==> config.mk <==
export PLATFORM = sky130hd
export DESIGN_NAME = lsu_memctrl_flat
export DESIGN_NICKNAME = d
export VERILOG_FILES = /design/src/rtl/lsu_memctrl_pkg.sv /design/src/rtl/lsu_memctrl_if.sv /design/src/rtl/lsu_memctrl_align.sv /design/src/rtl/lsu_memctrl.sv /design/src/flat_wrapper.sv
export SDC_FILE = /design/constraint.sdc
export NUM_CORES = 1
export LEC_CHECK = 0
export ABC_AREA = 1
export CAP_MARGIN = 25
export CELL_PAD_IN_SITES_DETAIL_PLACEMENT = 1
export CELL_PAD_IN_SITES_GLOBAL_PLACEMENT = 2
export CORE_MARGIN = 5
export CORE_UTILIZATION = 25
export CTS_BUF_LIST = sky130_fd_sc_hd__clkbuf_4
export DETAILED_ROUTE_END_ITERATION = 7
export GPL_TIMING_DRIVEN = 0
export PLACE_DENSITY = 0.74
export SLEW_MARGIN = 40
export SYNTH_ARGS = -nofsm -noshare
export SYNTH_HDL_FRONTEND = slang
export SYNTH_SLANG_ARGS = --single-unit
==> constraint.sdc <==
create_clock -name i_clk -period 4.01 [get_ports i_clk]
set_input_delay 0.802 -clock i_clk [delete_from_list [all_inputs] [get_ports i_clk]]
set_output_delay 0.802 -clock i_clk [all_outputs]
set_load 0.005 [all_outputs]
==> src/rtl/lsu_memctrl_pkg.sv <==
// Shared definitions for the load/store unit: funct3 encodings, FSM states
// and the request legality check used at accept time.
package lsu_pkg;

    localparam logic [2:0] F3_LB  = 3'b000;
    localparam logic [2:0] F3_LH  = 3'b001;
    localparam logic [2:0] F3_LW  = 3'b010;
    localparam logic [2:0] F3_LBU = 3'b100;
    localparam logic [2:0] F3_LHU = 3'b101;
    localparam logic [2:0] F3_SB  = 3'b000;
    localparam logic [2:0] F3_SH  = 3'b001;
    localparam logic [2:0] F3_SW  = 3'b010;

    typedef enum logic [1:0] {
        ST_IDLE   = 2'd0,
        ST_ACCESS = 2'd1,
        ST_WRITE  = 2'd2,
        ST_RESP   = 2'd3
    } lsu_state_t;

    // Unsupported encodings and misaligned halves/words both count as illegal.
    function automatic logic lsu_illegal(input logic       we,
                                         input logic [2:0] funct3,
                                         input logic [1:0] lane);
        logic bad;
        bad = 1'b0;
        if (we) begin
            if (funct3 != F3_SB && funct3 != F3_SH && funct3 != F3_SW)
                bad = 1'b1;
        end else if (funct3 == 3'b011 || funct3 == 3'b110 || funct3 == 3'b111) begin
            bad = 1'b1;
        end
        if (funct3[1:0] == 2'b01 && lane[0])
            bad = 1'b1;
        if (funct3[1:0] == 2'b10 && lane != 2'b00)
            bad = 1'b1;
        return bad;
    endfunction

endpackage

==> src/rtl/lsu_memctrl_if.sv <==
// Request/response and datamemory bus of the load/store unit.
// master = datapath plus memory side, slave = the LSU itself.
interface lsu_memctrl_if #(
    parameter int P_ADDR_WIDTH = 8,
    parameter int P_DATA_WIDTH = 32
);
    logic                    req_valid;
    logic                    req_ready;
    logic                    req_we;
    logic [2:0]              req_funct3;
    logic [P_ADDR_WIDTH+1:0] req_addr;
    logic [P_DATA_WIDTH-1:0] req_wdata;
    logic                    rsp_valid;
    logic [P_DATA_WIDTH-1:0] rsp_rdata;
    logic                    rsp_err;
    logic                    mem_we;
    logic [P_ADDR_WIDTH-1:0] mem_addr;
    logic [P_DATA_WIDTH-1:0] mem_wdata;
    logic [P_DATA_WIDTH-1:0] mem_rdata;

    modport master (
        output req_valid, req_we, req_funct3, req_addr, req_wdata, mem_rdata,
        input  req_ready, rsp_valid, rsp_rdata, rsp_err, mem_we, mem_addr, mem_wdata
    );

    modport slave (
        input  req_valid, req_we, req_funct3, req_addr, req_wdata, mem_rdata,
        output req_ready, rsp_valid, rsp_rdata, rsp_err, mem_we, mem_addr, mem_wdata
    );
endinterface

==> src/rtl/lsu_memctrl_align.sv <==
// Combinational lane logic: little-endian load extract/extend and
// sub-word store merge into the word read back from memory.
module lsu_align
    import lsu_pkg::*;
(
    input  logic [2:0]  funct3,
    input  logic [1:0]  lane,
    input  logic [31:0] word,
    input  logic [31:0] wdata,
    output logic [31:0] load_data,
    output logic [31:0] merge_data
);
    logic [4:0]  bit_off;
    logic [31:0] shifted;

    assign bit_off = {lane, 3'b000};
    assign shifted = word >> bit_off;

    always_comb begin
        load_data = shifted;
        case (funct3)
            F3_LB:   load_data = {{24{shifted[7]}}, shifted[7:0]};
            F3_LH:   load_data = {{16{shifted[15]}}, shifted[15:0]};
            F3_LBU:  load_data = {24'b0, shifted[7:0]};
            F3_LHU:  load_data = {16'b0, shifted[15:0]};
            default: load_data = shifted;
        endcase
    end

    always_comb begin
        merge_data = wdata;
        case (funct3)
            F3_SB:   merge_data = (word & ~(32'h0000_00FF << bit_off))
                                | ({24'b0, wdata[7:0]} << bit_off);
            F3_SH:   merge_data = (word & ~(32'h0000_FFFF << bit_off))
                                | ({16'b0, wdata[15:0]} << bit_off);
            default: merge_data = wdata;
        endcase
    end
endmodule

==> src/rtl/lsu_memctrl.sv <==
// Load/store initiator between the datapath and a word-only, async-read
// datamemory; sub-word stores are done as read-modify-write.
module lsu_memctrl
    import lsu_pkg::*;
#(
    parameter int P_ADDR_WIDTH = 8,
    parameter int P_DATA_WIDTH = 32
) (
    input  logic        i_clk,
    input  logic        i_rst,
    lsu_memctrl_if.slave bus
);
    localparam int AW = P_ADDR_WIDTH;

    if (P_DATA_WIDTH != 32) begin : g_bad_width
        $error("lsu_memctrl supports only P_DATA_WIDTH = 32");
    end

    lsu_state_t  state;
    logic        r_we;
    logic [2:0]  r_funct3;
    logic [1:0]  r_lane;
    logic [31:0] r_wdata;
    logic [31:0] r_merge;
    logic        rsp_valid_q;
    logic [31:0] rsp_rdata_q;
    logic        rsp_err_q;
    logic [AW-1:0] mem_addr_q;
    logic [31:0] load_data;
    logic [31:0] merge_data;

    lsu_align u_align (
        .funct3     (r_funct3),
        .lane       (r_lane),
        .word       (bus.mem_rdata),
        .wdata      (r_wdata),
        .load_data  (load_data),
        .merge_data (merge_data)
    );

    always_ff @(posedge i_clk or posedge i_rst) begin
        if (i_rst) begin
            state       <= ST_IDLE;
            r_we        <= 1'b0;
            r_funct3    <= 3'b000;
            r_lane      <= 2'b00;
            r_wdata     <= 32'b0;
            r_merge     <= 32'b0;
            rsp_valid_q <= 1'b0;
            rsp_rdata_q <= 32'b0;
            rsp_err_q   <= 1'b0;
            mem_addr_q  <= '0;
        end else begin
            rsp_valid_q <= 1'b0;
            case (state)
                ST_IDLE: begin
                    if (bus.req_valid) begin
                        r_we       <= bus.req_we;
                        r_funct3   <= bus.req_funct3;
                        r_lane     <= bus.req_addr[1:0];
                        r_wdata    <= bus.req_wdata;
                        mem_addr_q <= bus.req_addr[AW+1:2];
                        if (lsu_illegal(bus.req_we, bus.req_funct3, bus.req_addr[1:0])) begin
                            rsp_rdata_q <= 32'b0;
                            rsp_err_q   <= 1'b1;
                            rsp_valid_q <= 1'b1;
                            state       <= ST_RESP;
                        end else begin
                            state <= ST_ACCESS;
                        end
                    end
                end
                ST_ACCESS: begin
                    if (!r_we) begin
                        rsp_rdata_q <= load_data;
                        rsp_err_q   <= 1'b0;
                        rsp_valid_q <= 1'b1;
                        state       <= ST_RESP;
                    end else if (r_funct3 == F3_SW) begin
                        rsp_rdata_q <= 32'b0;
                        rsp_err_q   <= 1'b0;
                        rsp_valid_q <= 1'b1;
                        state       <= ST_RESP;
                    end else begin
                        r_merge <= merge_data;
                        state   <= ST_WRITE;
                    end
                end
                ST_WRITE: begin
                    rsp_rdata_q <= 32'b0;
                    rsp_err_q   <= 1'b0;
                    rsp_valid_q <= 1'b1;
                    state       <= ST_RESP;
                end
                ST_RESP: begin
                    state <= ST_IDLE;
                end
                default: begin
                    state <= ST_IDLE;
                end
            endcase
        end
    end

    // Decoded straight from state so an async reset drops the write at once.
    assign bus.mem_we    = (state == ST_WRITE) ||
                           (state == ST_ACCESS && r_we && r_funct3 == F3_SW);
    assign bus.mem_wdata = (state == ST_WRITE) ? r_merge : r_wdata;
    assign bus.mem_addr  = mem_addr_q;
    assign bus.req_ready = (state == ST_IDLE);
    assign bus.rsp_valid = rsp_valid_q;
    assign bus.rsp_rdata = rsp_rdata_q;
    assign bus.rsp_err   = rsp_err_q;
endmodule

==> src/flat_wrapper.sv <==
// flat-port wrapper written by rule: the top's interface ports become plain ports
module lsu_memctrl_flat import lsu_pkg::*;
#(
    parameter int P_ADDR_WIDTH = 8,
    parameter int P_DATA_WIDTH = 32
)
  (i_clk, i_rst, bus_req_valid, bus_req_we, bus_req_funct3, bus_req_addr, bus_req_wdata, bus_mem_rdata, bus_req_ready, bus_rsp_valid, bus_rsp_rdata, bus_rsp_err, bus_mem_we, bus_mem_addr, bus_mem_wdata);
  lsu_memctrl_if #(.P_ADDR_WIDTH(P_ADDR_WIDTH), .P_DATA_WIDTH(P_DATA_WIDTH)) bus_i ();
  input  logic i_clk;
  input  logic i_rst;
  input wire logic [$bits(bus_i.req_valid)-1:0] bus_req_valid;
  input wire logic [$bits(bus_i.req_we)-1:0] bus_req_we;
  input wire logic [$bits(bus_i.req_funct3)-1:0] bus_req_funct3;
  input wire logic [$bits(bus_i.req_addr)-1:0] bus_req_addr;
  input wire logic [$bits(bus_i.req_wdata)-1:0] bus_req_wdata;
  input wire logic [$bits(bus_i.mem_rdata)-1:0] bus_mem_rdata;
  output wire logic [$bits(bus_i.req_ready)-1:0] bus_req_ready;
  output wire logic [$bits(bus_i.rsp_valid)-1:0] bus_rsp_valid;
  output wire logic [$bits(bus_i.rsp_rdata)-1:0] bus_rsp_rdata;
  output wire logic [$bits(bus_i.rsp_err)-1:0] bus_rsp_err;
  output wire logic [$bits(bus_i.mem_we)-1:0] bus_mem_we;
  output wire logic [$bits(bus_i.mem_addr)-1:0] bus_mem_addr;
  output wire logic [$bits(bus_i.mem_wdata)-1:0] bus_mem_wdata;
  assign bus_i.req_valid = bus_req_valid;
  assign bus_i.req_we = bus_req_we;
  assign bus_i.req_funct3 = bus_req_funct3;
  assign bus_i.req_addr = bus_req_addr;
  assign bus_i.req_wdata = bus_req_wdata;
  assign bus_i.mem_rdata = bus_mem_rdata;
  assign bus_req_ready = bus_i.req_ready;
  assign bus_rsp_valid = bus_i.rsp_valid;
  assign bus_rsp_rdata = bus_i.rsp_rdata;
  assign bus_rsp_err = bus_i.rsp_err;
  assign bus_mem_we = bus_i.mem_we;
  assign bus_mem_addr = bus_i.mem_addr;
  assign bus_mem_wdata = bus_i.mem_wdata;
  lsu_memctrl #(.P_ADDR_WIDTH(P_ADDR_WIDTH), .P_DATA_WIDTH(P_DATA_WIDTH)) u_core (.i_clk(i_clk), .i_rst(i_rst), .bus(bus_i));
endmodule
==> flow_summary_export.csv <==
group,metric,value,unit
detailed_routing,dr.first_iter.drc_count,570,
final_layout,layout_cell_share_with_drive_strength_beyond_1,6.89,%
grt,wire_length_of_the_first_global_routing_pass,44300,um
power,power-per-cell-area,834,mW/mm^2
clock_tree,clockBufferDepth,2,
logic_synthesis,synth-seq-cells,114,
floorplanning,fp.dieH,174,um
critical_path,worst_setup_path_endpoint,"bus_mem_wdata[30]",
floorplanning,initial_core_utilization,25.2,%
logic_synthesis,yosys_warnings,0,
logic_synthesis,synth_async_sr_flop_share,100,%
grt,antenna_found_initial,1,
timing,worst_skew,0.0261,ns
timing,slew_headroom,54.7,%
critical_path,r2r_end,"u_core.r_merge[10]",
critical_path,crit_arrival,2.97,ns
place,hpwl,22900,um
power,power.internal,3830,uW
critical_path,worst_setup_path_start_kind,"flip-flop",
detailed_routing,drt_pre_antenna_iters,5,
critical_path,type_of_the_worst_setup_path,"flip-flop to output port",
place,io_buffer_count,156,
floorplanning,pin_count,157,
final_layout,layout.cell_area.non_filler,0.00902,sq mm
critical_path,critPathLaunch,"u_core.state[0]",
logic_synthesis,synth-seq-area-share,42.4,%
timing,final_critical_path_setup_slack,0.238,ns
run,drv.max_cap_violation_count,0,
critical_path,rrSetupSlack,1.64,ns
timing,fin_crit,3.77,ns
floorplanning,area_enclosed_by_the_die_boundary,0.0303,sq mm
grt,global_route.overflow_total,0,
critical_path,required_time_reported_for_the_critical_path_endpoint,3.21,ns
logic_synthesis,synthTopCellsByCount,"nand2_1, o21ai_0, dfrtp_1",
logic_synthesis,netlist_top_cells_area,"dfrtp_1, nand2_1, o21ai_0, nand3_1, inv_1",
timing,setup-violations-final,0,
clock_tree,cts-hold-fix-buffers,0,
logic_synthesis,synth.cell_area,0.00672,sq mm
logic_synthesis,synth.lib_cells_used.distinct,27,
detailed_routing,dr_total_vias,7061,
detailed_routing,wirelength,29000,um
critical_path,timing.reg2reg.worst_path_depth,11,
clock_tree,cts_root_buf,"clkbuf_4",
logic_synthesis,postSynthCellCount,972,
clock_tree,post-cts-setup-buffer-count,0,
clock_tree,numCtsBuffers,17,
clock_tree,cts_tree,"yes",
critical_path,critPathCaptureType,"output port",
outcome,status,"complete, no violations",
final_layout,areaGrowthSynthToFinish,34.1,%
power,peak_supply_drop,253,uV
timing,layout_worst_path_cycle_share,94.1,%
power,p_switching,3690,uW
timing,rsz0062_at_grt,"false",
power,power_frac_comb,60.6,%
power,power.static_leakage,0.00422,uW
floorplanning,num_rows,60,
logic_synthesis,syn_nets,1061,
grt,number_of_global_route_vias_before_repair,7287,
power,netSwitchingFraction,49.1,%
logic_synthesis,postSynthAreaPerCell,6.92,sq um
place,placed_cell_area,0.00875,sq mm
logic_synthesis,synth_largest_area_cell,"dfrtp_1",
place,setup_slack_after_placement,0.566,ns
power,clkPwrFrac,11.5,%
floorplanning,design.core.area,0.0267,sq mm
logic_synthesis,ys.flop_type,"dfrtp_1",
timing,slew_violations,0,
critical_path,regToRegStartpoint,"u_core.r_lane[1]",
grt,grt_usage,18.8,%
timing,clock.fmax,265,MHz
detailed_routing,drt_drc_violations_left,0,
timing,worst_slew_pin_tran,0.680,ns
detailed_routing,avgRoutedWirePerCell,19.3,um
detailed_routing,routed_via_density,4.70,
logic_synthesis,synth_edf_count,0,
floorplanning,width_of_the_die,174,um
final_layout,fin_util,33.7,%
grt,grt_start_max_net_pins,70,
clock_tree,ctsHtreeMaxLevel,4,
clock_tree,worst_skew_pair.late_latency,0.56,ns
clock_tree,post_cts_resized,2,
final_layout,design.final.nets,1237,
timing,finalHoldViolations,0,
place,final_replace_weighted_congestion,0.901,
clock_tree,clock-sinks,114,
min_path,min_path_type,"flip-flop to flip-flop",
logic_synthesis,yosysTopAreaCellShare,42.4,%
power,power.sequential.fraction,27.9,%
critical_path,worstPathMaxFanout,10,
logic_synthesis,yosysMostFrequentCell,"nand2_1",
detailed_routing,antenna_left,0,
clock_tree,cts.clk_slew.worst_paths,0.12,ns
power groups by stage:
stage	Combinational, uW	Clock (uW)	Sequential, uW
finish	4560	865	2100
global route	5060	940	2160
CTS	4600	889	2090
detailed placement	4560	0	2120
global placement	4530	0	2100
floorplan	2490	0	1990
sequential cells by signal (all words and copies together), names as in the netlist:
name                  flops
u_core.r_merge           32
u_core.state              2
u_core.r_lane             2
u_core.bus.rsp_rdata     32
u_core.r_funct3           3
u_core.r_wdata           32
u_core.bus.rsp_err        1
u_core.r_we               1
u_core.bus.rsp_valid      1
u_core.bus.mem_addr       8
critical path, cell delays in order, from the launching register on:
cell and delay [ns]:
dfrtp_1 0.43, inv_1 0.10, ha_1 0.25, clkbuf_1 0.41, clkbuf_1 0.42, nand2_1 0.09
o21ai_0 0.15, clkdlybuf4s50_1 0.57
cell type report:
class	instances	area, sq um
Antenna cell	1	2.50
Buffer	63	299
Clock buffer	17	128
Clock inverter	15	138
Fill cell	3357	17700
Inverter	83	324
Multi-Input combinational cell	712	3260
Sequential cell	114	2850
Tap cell	341	427
Timing Repair Buffer	157	1590
kinds of logic after synthesis:
logic type,Yosys count,synth area share [%]
fa+ha+maj,8,1.49
flops,114,42.4
buf+inv,146,9.10
compound gates,222,17.7
simple gates,482,29.2
metal layers:
layer	global-route usage (%)	vias to the layer above	wire, um
met2	30.1	164	13100
met3	2.98	23	1120
met4	4.32	0	414
li1	-	3496	-
met1	26.9	3378	14400
met5	0	-	0
worst min-delay path by stage:
stage / cells past startpoint / slack (ns) / end / startpoint
final: 2 / 0.49 / u_core.bus.rsp_rdata[30] / u_core.bus.rsp_rdata[30]
after global routing: 2 / 0.51 / u_core.bus.rsp_rdata[4] / u_core.bus.rsp_rdata[4]
after floorplan: 2 / 0.45 / u_core.r_merge[10] / u_core.r_merge[10]
after detailed placement: 2 / 0.47 / u_core.bus.mem_addr[3] / u_core.bus.mem_addr[3]
after global placement: 2 / 0.46 / u_core.bus.mem_addr[2] / u_core.bus.mem_addr[2]
after CTS: 2 / 0.50 / u_core.bus.mem_addr[3] / u_core.bus.mem_addr[3]
stage by stage:
stage          std cells  power, uW  setup TNS, ns  hold WS, ns
6_report            1503       7520              0        0.494
2_1_floorplan        972       4480              0        0.449
4_1_cts             1502       7580              0        0.501
3_5_place_dp        1470       6680              0        0.469
3_3_place_gp        1469       6630        -218.31        0.463
5_1_grt             1503       8150              0        0.512
cells in the final DEF, fill, tap and decap left out, types with 5 or more instances in the layout:
master and n:
a21oi_1 31, o21ai_0 147, clkdlybuf4s50_1 156, inv_2 5, dfrtp_1 114, buf_2 20, ha_1 8, nand2_1 381
o211ai_1 13, nand3_1 68, clkbuf_4 17, buf_4 5, clkinv_4 6, inv_1 75, o22ai_1 16, a22oi_1 7
clkbuf_1 30, nor2_1 21
Note: power is estimated with default switching activity, not from simulation.
==> RTL change (same settings) <==
`P_ADDR_WIDTH` is set to 8 in 3 places; all go to 10.
--- a/src/rtl/lsu_memctrl_if.sv
+++ b/src/rtl/lsu_memctrl_if.sv
@@ -3,3 +3,3 @@
 interface lsu_memctrl_if #(
-    parameter int P_ADDR_WIDTH = 8,
+    parameter int P_ADDR_WIDTH = 10,
     parameter int P_DATA_WIDTH = 32
--- a/src/rtl/lsu_memctrl.sv
+++ b/src/rtl/lsu_memctrl.sv
@@ -5,3 +5,3 @@
 #(
-    parameter int P_ADDR_WIDTH = 8,
+    parameter int P_ADDR_WIDTH = 10,
     parameter int P_DATA_WIDTH = 32
--- a/src/flat_wrapper.sv
+++ b/src/flat_wrapper.sv
@@ -3,3 +3,3 @@
 #(
-    parameter int P_ADDR_WIDTH = 8,
+    parameter int P_ADDR_WIDTH = 10,
     parameter int P_DATA_WIDTH = 32
Ports: changed (resized bus_mem_addr and bus_req_addr); port bits go from 157 to 161. The function was not compared with the original's and may differ.
==> RTL change against the unedited design <==
  * Cell area increased by 3.1%
  * Routed wire length grew 4.3%
  * Total power is 6.4% higher
  * Critical endpoint is now bus_mem_wdata[1]
  * Sequential cell count is 2 higher
  * Largest cell class unchanged
  * Largest power group unchanged
  * Synthesized area increased by 1.9%
  * Setup slack gained 0.071 ns
==> RTL change: results (changes against the unedited design) <==
Final layout
  – Fin nets: 1251 (was 1237)
  – Share of cells above drive strength 1: 7.59% (was 6.89%)
  – Fill count: 3368 (was 3357)
  – Core Util, Final: 34.5% (was 33.7%)

Hold path
  – Hold Crit Start: u_core.bus.rsp_rdata[6] (was u_core.bus.rsp_rdata[30])
  – Worst Hold End: u_core.bus.rsp_rdata[6] (was u_core.bus.rsp_rdata[30])
  – Hold Path Class: reg2reg (unchanged)

Placed design
  – DP Wirelength: 23.6 mm (was 22.9 mm)
  – Dpl cells: 1482 (was 1470)
  – Pre-CTS setup slack: 0.632 ns (was 0.566 ns)
  – RD Place Congestion: 0.883 (was 0.901)
  – Area after DPL: 0.00892 mm^2 (was 0.00875 mm^2)
  – Port Buffers: 160 (was 156)

STA
  – WHS: 0.492 ns (was 0.494 ns)
  – Slew HR: 53.7% (was 54.7%)
  – Worst Skew: 0.0227 ns (was 0.0261 ns)

GRT
  – Pin count of the biggest net entering global routing: 63 (was 70)
  – First-pass GRT wire length: 46.3 mm (was 44.3 mm)
  – Number of global-route vias before repair: 7809 (was 7287)
  – GR Util All Layers: 19.6% (was 18.8%)

Setup path
  – R2R depth: 10 (was 11)
  – Crit-path max cell delay: 0.57 ns (about the same)
  – Worst R2R Setup Slack: 1.52 ns (was 1.64 ns)
  – CP max FO: 10 (unchanged)
  – RR Endpoint: u_core.r_merge[14] (was u_core.r_merge[10])
  – Critical path data arrival time: 2.90 ns (was 2.97 ns)

Synth
  – Avg Cell Area, Syn: 6.99 um^2 (was 6.92 um^2)
  – Mapped Nets: 1071 (was 1061)
  – Fraction of the mapped netlist area in adder cells: 1.46% (was 1.49%)
  – Compound-Gate Fraction of Synth Area: 19.0% (was 17.7%)
  – Synth area leaders: dfrtp_1 42%, nand2_1 19%, o21ai_0 10% (was dfrtp_1 42%, nand2_1 21%, o21ai_0 11%)
  – Top post-synthesis cells by count: 351 x nand2_1, 140 x o21ai_0, 116 x dfrtp_1, 83 x inv_1, 58 x a21oi_1 (was 381 x nand2_1, 147 x o21ai_0, 114 x dfrtp_1, 76 x inv_1, 68 x nand3_1)
  – Sequential-to-total area share from yosys stat: 42.4% (about the same)
  – Distinct cells, synth: 30 (was 27)

Status
  – Outcome: completed (unchanged)

Routing
  – Vias/cell: 4.81 (was 4.70)
  – Routed len/inst: 20.0 um (was 19.3 um)
  – DR iter-0 viols: 470 (was 570)
  – Total number of vias: 7287 (was 7061)

CTS
  – H-tree Lvls: 4 (unchanged)
  – Reg clk slew, reported paths: between 0.1 and 0.15 ns

Pwr
  – Peak VDD IR: 0.237 mV (was 0.253 mV)
  – Leakage: 4.36 nW (was 4.22 nW)
==> RTL change: cell types whose count changed after synthesis, moves of 5 or more <==
cell	delta
a21oi_1	+27
nand2_1	-30
clkbuf_1	-10
nor2_1	+28
inv_1	+7
o21ai_0	-7
o211ai_1	-5
nand3_1	-18
==> RTL change: cell type report <==
cell class	count	area share [%]
Buffer	61	3.39
Timing Repair Buffer	161	17.5
Clock buffer	18	1.45
Sequential cell	116	31.2
Tap cell	341	4.59
Inverter	91	3.77
Multi-Input combinational cell	712	35.5
Clock inverter	14	2.52
Antenna cell	1	0.0269
==> RTL change: cells by family after synthesis <==
family / count (synthesis)
DFF: 116
adders and majority gates: 8
AOI/OAI and AO/OA: 243
and+or+nand+nor: 461
buffers and inverters: 152
==> RTL change: routing by layer <==
layer  vias up  part of all wire, %  GRT usage (%)
li1       3530                    -              -
met1      3575                   48           27.1
met2       171                   47           32.6
met3        11                  4.2           3.62
met4         0                 0.72           3.54
met5         -                    0              0
==> RTL change: how the worst max path moves through the flow <==
stage,start,depth (start not counted),slack [ns],endpoint
final,u_core.state[0],7,0.31,bus_mem_wdata[1]
after global routing,u_core.state[0],7,0.08,bus_mem_wdata[20]
after CTS,u_core.state[0],7,0.03,bus_mem_wdata[12]
after detailed placement,u_core.state[0],6,0.63,bus_mem_wdata[1]
after global placement,i_rst,2,-1.98,u_core.r_wdata[16]
after floorplan,i_rst,1,0.14,u_core.bus.mem_addr[0]
==> RTL change: power by group <==
part / total, W / internal (W) / switching, W
sequential: 0.00213 / 0.00172 / 0.000409
clock: 0.00116 / 0.000623 / 0.000536
combinational: 0.00471 / 0.00190 / 0.00281
total: 0.00800 / 0.00425 / 0.00376
==> RTL change: what timing repair did <==
item,in CTS,in global routing
resized for setup,2,4
cloned,0,0
pin swaps,0,0
endpoints found under the setup margin,10,17
